### config.mk
export PLATFORM = sky130hd
export DESIGN_NAME = nonce_reporter
export DESIGN_NICKNAME = d
export VERILOG_FILES = /design/src/rtl/nonce_reporter.sv
export SDC_FILE = /design/constraint.sdc
export NUM_CORES = 1
export LEC_CHECK = 0
export ABC_AREA = 1
export ABC_CLOCK_PERIOD_IN_PS = 3800
export CORE_ASPECT_RATIO = 2
export CORE_MARGIN = 2
export CORE_UTILIZATION = 54
export CTS_CLUSTER_DIAMETER = 40
export DETAILED_ROUTE_END_ITERATION = 8
export HOLD_SLACK_MARGIN = 0.06
export PLACE_DENSITY = 0.85
export RECOVER_POWER = 50
export SYNTH_ARGS = -nofsm -noshare
export SYNTH_HDL_FRONTEND = slang
export SYNTH_SLANG_ARGS = --single-unit
### constraint.sdc
create_clock -name clk -period 3.8 [get_ports clk]
set_input_delay 0.95 -clock clk [delete_from_list [all_inputs] [get_ports clk]]
set_output_delay 0.95 -clock clk [all_outputs]
set_load 0.02 [all_outputs]
### src/rtl/nonce_reporter.sv
// nonce_reporter: completes the core's claim/response handshake and buffers golden nonces for the host
// Ports: clk, n_rst (sync active-low); sol_claim/golden_nonce in, sol_response out (01 ACK, 10 REJ, 11 DUP);
//        job_clear flushes; rd_req pops, rd_valid/rd_data show the FIFO head; count = entries held;
//        overflow is sticky on any reject. Define NONCE_DEDUP_EN to reject repeats of the last accepted nonce.
module nonce_reporter #(
    parameter int DEPTH = 4,
    parameter int CW = $clog2(DEPTH) + 1
) (
    input  logic          clk,
    input  logic          n_rst,
    input  logic          sol_claim,
    input  logic [31:0]   golden_nonce,
    output logic [1:0]    sol_response,
    input  logic          job_clear,
    input  logic          rd_req,
    output logic          rd_valid,
    output logic [31:0]   rd_data,
    output logic [CW-1:0] count,
    output logic          overflow
);
    localparam int AW = $clog2(DEPTH);
    typedef enum logic [1:0] {IDLE, RESP, WAITLOW} state_t;
    state_t state;
    logic [31:0] mem [DEPTH];
    logic [AW-1:0] wptr, rptr;
    logic full, dup, push, pop;
    assign full = count == CW'(DEPTH);
`ifdef NONCE_DEDUP_EN
    logic [31:0] last_nonce;
    logic last_vld;
    assign dup = last_vld && golden_nonce == last_nonce;
    always_ff @(posedge clk) begin
        if (!n_rst || job_clear) begin
            last_nonce <= '0;
            last_vld   <= 1'b0;
        end else if (push) begin
            last_nonce <= golden_nonce;
            last_vld   <= 1'b1;
        end
    end
`else
    assign dup = 1'b0;
`endif
    assign push     = n_rst && !job_clear && state == IDLE && sol_claim && !dup && !full;
    assign pop      = n_rst && !job_clear && rd_req && rd_valid;
    assign rd_valid = count != '0;
    assign rd_data  = rd_valid ? mem[rptr] : '0;
    always_ff @(posedge clk) begin
        if (push)
            mem[wptr] <= golden_nonce;
    end
    always_ff @(posedge clk) begin
        if (!n_rst || job_clear) begin
            state        <= IDLE;
            sol_response <= 2'b00;
            wptr         <= '0;
            rptr         <= '0;
            count        <= '0;
            overflow     <= 1'b0;
        end else begin
            wptr  <= push ? wptr + 1'b1 : wptr;
            rptr  <= pop ? rptr + 1'b1 : rptr;
            count <= count + CW'(push) - CW'(pop);
            case (state)
                IDLE: if (sol_claim) begin
                    state        <= RESP;
                    sol_response <= dup ? 2'b11 : full ? 2'b10 : 2'b01;
                    overflow     <= overflow || (!dup && full);
                end
                RESP: begin
                    state        <= WAITLOW;
                    sol_response <= 2'b00;
                end
                WAITLOW: state <= sol_claim ? WAITLOW : IDLE;
                default: state <= IDLE;
            endcase
        end
    end
endmodule

==> flow_summary.toml <==
[cts]
cts_htree_levels = 4
postCtsSetupBuffers = 0
cts_buffer_depth = 2
ctsRootBufferMaster = "sky130_fd_sc_hd__clkbuf_16"
cts_inserted_buffers = 17
clock_sink_count = 142
tritoncts = "yes"
clkLatencyLatePin_ns = 0.42
path_clk_slew_ns = 0.06

[finish]
fin_nets = 592
area_delta_synth_final_pct = 25.43
count_of_inserted_antenna_diode_cells = 0
multi_input_logic_area_mm2 = 0.001290
nFillCells = 712
layout.cells.most_common = "sky130_fd_sc_hd__nor2_1"
most-common-layout-cells = "sky130_fd_sc_hd__nor2_1 (140), sky130_fd_sc_hd__edfxtp_1 (128), sky130_fd_sc_hd__o21ai_1 (42)"
final_layout_size_suffix_gt1_share_pct = 7.843
register_area_mm2 = 0.004125
stdcell_area_mm2 = 0.007059

[global_route]
grt_max_degree = 45
grt.overflow.total = 0
grt_use_total_pct = 22.84
antenna_found_initial = 0
first_global_vias = 4074
grt_first_pass_wirelength_mm = 19.31

[critical_path]
crit_start = "count[1]"
worstSetupStartpointType = "flip-flop"
number_of_cells_traversed_by_the_worst_register_to_register_path = 6
arrival_ns = 2.75
critical_path_peak_fanout = 32
r2r-start = "state[1]"
timing.critical_path.required_ns = 2.85
critPathKind = "reg2out"
end_kind = "primary output"
rr_endpoint = "mem[3][28]"
setup_slack_of_the_most_critical_reg_to_reg_path_ns = 1.00

[route]
drt_first_pass_iters = 7
viasPerCell = 5.484
avgRoutedWirePerCell_um = 17.33
detail-route-antenna-nets = 0
finalWirelength_mm = 12.06
drc_errors = 0
via_count = 3817
drtIter0Drc = 401

[pwr]
static_leakage_power_nw = 2.444
vdd_ir_drop_max_v = 0.0003982
powerDensity_mw_per_mm2 = 487.0

[min_path]
holdCritStartpoint = "overflow"
hold-path-endpoint = "overflow"
min-delay-path-class = "reg2reg"
timing.hold.worst_path_depth = 2

[timing]
final_setup_violating_endpoints = 0
max-slew-margin-rel_pct = 9.514
finalMaxSlewViolations = 0
rsz0062_at_grt = "true"
tns_ns = 0
layout_worst_path_cycle_share_pct = 97.39
worst_pin_slew_ns = 1.352
fin_crit_ns = 3.701
finalHoldViolCount = 0
finalClockSkew_ns = 0.007358
max_freq_mhz = 270.2

[synthesis]
syn-cell-area_mm2 = 0.005628
synth-seq-cells = 142
synthDistinctLibCells = 18
synth_top_area_cell = "sky130_fd_sc_hd__edfxtp_1"
syn_avg_cell_area_um2 = 11.97
seq_area_frac_synth_pct = 73.28
mapped_nets = 513
synth_top_cells_by_area = "sky130_fd_sc_hd__edfxtp_1 (68%), sky130_fd_sc_hd__nor2_1 (9.5%), sky130_fd_sc_hd__dfxtp_1 (5.0%)"
post-synth-top-area-fraction_pct = 68.30
synthCells = 470
yosysWarningCount = 0

[job]
timing.max_cap.violations = 0

[place]
routabilityCongestion = 0.8005
place.port_buffers = 75
dp.final_hpwl_mm = 7.301
placement.cell_area_mm2 = 0.006492

[die]
chipWidth_um = 76.19
core.rowCount = 52
core_region_area_mm2 = 0.01015
design.die.area_mm2 = 0.01130
chipHeight_um = 148.4
num_io_pins = 76
floorplan.initialDensity_pct = 55.45

[outcome]
status = "finished, final reports clean"
## kinds of logic (layout without fill, tap and decap cells)
group                      Yosys count  in the layout  share of synthesized area (%)
and+or+nand+nor                    170            170                          11.54
adders and majority gates            6              6                          1.467
buffers and inverters               46            137                          4.202
DFF                                142            142                          73.28
AOI/OAI and AO/OA                  106            106                          9.515
## what timing repair did
item,CTS,global route
resized for setup,0,1
hold buffers,0,0
setup endpoints to repair,0,13
## critical path, stage by stage, from the launching register on
cell	delay (ns)
sky130_fd_sc_hd__dfxtp_1	0.35
sky130_fd_sc_hd__inv_1	0.10
sky130_fd_sc_hd__nand3_1	0.16
sky130_fd_sc_hd__inv_1	0.90
sky130_fd_sc_hd__a21oi_1	0.19
sky130_fd_sc_hd__clkdlybuf4s50_1	0.61
## synthesized netlist by cell type
cell type and instances:
sky130_fd_sc_hd__nand3_1 7, sky130_fd_sc_hd__inv_1 21, sky130_fd_sc_hd__a21oi_1 38, sky130_fd_sc_hd__dfxtp_1 14, sky130_fd_sc_hd__or2_2 1, sky130_fd_sc_hd__nand2_1 19
sky130_fd_sc_hd__clkbuf_1 8, sky130_fd_sc_hd__o21bai_1 1, sky130_fd_sc_hd__fa_1 1, sky130_fd_sc_hd__o21ai_1 42, sky130_fd_sc_hd__buf_2 9, sky130_fd_sc_hd__inv_2 1
sky130_fd_sc_hd__o21ai_0 24, sky130_fd_sc_hd__buf_6 7, sky130_fd_sc_hd__ha_1 5, sky130_fd_sc_hd__edfxtp_1 128, sky130_fd_sc_hd__a211oi_1 1, sky130_fd_sc_hd__nor2_1 143
## worst max-delay path by stage
| stage | endpoint | slack, ns | depth (start not counted) |
|---|---|---|---|
| floorplan | mem[0][0] | 0.54 | 6 |
| global placement | mem[3][28] | 0.59 | 6 |
| detailed placement | mem[3][28] | 0.49 | 6 |
| CTS | rd_data[2] | 0.08 | 5 |
| global route | rd_data[2] | -0.08 | 5 |
| finish | rd_data[2] | 0.1 | 5 |
## registers in the layout, summed over array words and instances, names as in the netlist, named ones only
register and count:
state 2, sol_response 2, count 3, rptr 2, wptr 2, overflow 1
mem 128
## stage by stage
step	hold slack [ns]	instances	setup WS, ns	power [mW]	utilization, %
final	0.4552	696	0.09937	3.438	69.55
after global routing	0.4736	696	-0.08325	3.534	69.55
after CTS	0.4613	696	0.07690	3.455	69.59
after detailed placement	0.4483	665	0.4866	1.883	63.97
after global placement	0.4449	665	0.5865	1.878	63.97
after floorplan	0.4595	470	0.5423	1.804	-
## where the power goes
| part | switching (mW) | internal (mW) |
|---|---|---|
| Clock | 0.634 | 0.959 |
| Sequential | 0.00594 | 1.72 |
| Combinational | 0.0690 | 0.0499 |
## metal layers
layer  track usage [%]  routed length [um]  up-vias  part of all wire [%]
li1                  -                   -     1788                     -
met1             22.90                4302     1848                    36
met2             40.94                6695      138                    56
met3             6.917                 648       43                   5.4
met4             14.27                 416        0                   3.4
met5                 0                   0        -                     0
## cell type report
class                   count  area share (%)
clock buffers              17           6.026
clock inverters            14           2.056
inverters                  22           1.170
multi-input cells         282           18.27
flip-flops and latches    142           58.44
well taps                 135           2.393
repair buffers             84           11.64
Note: power is estimated with default switching activity, not from simulation.
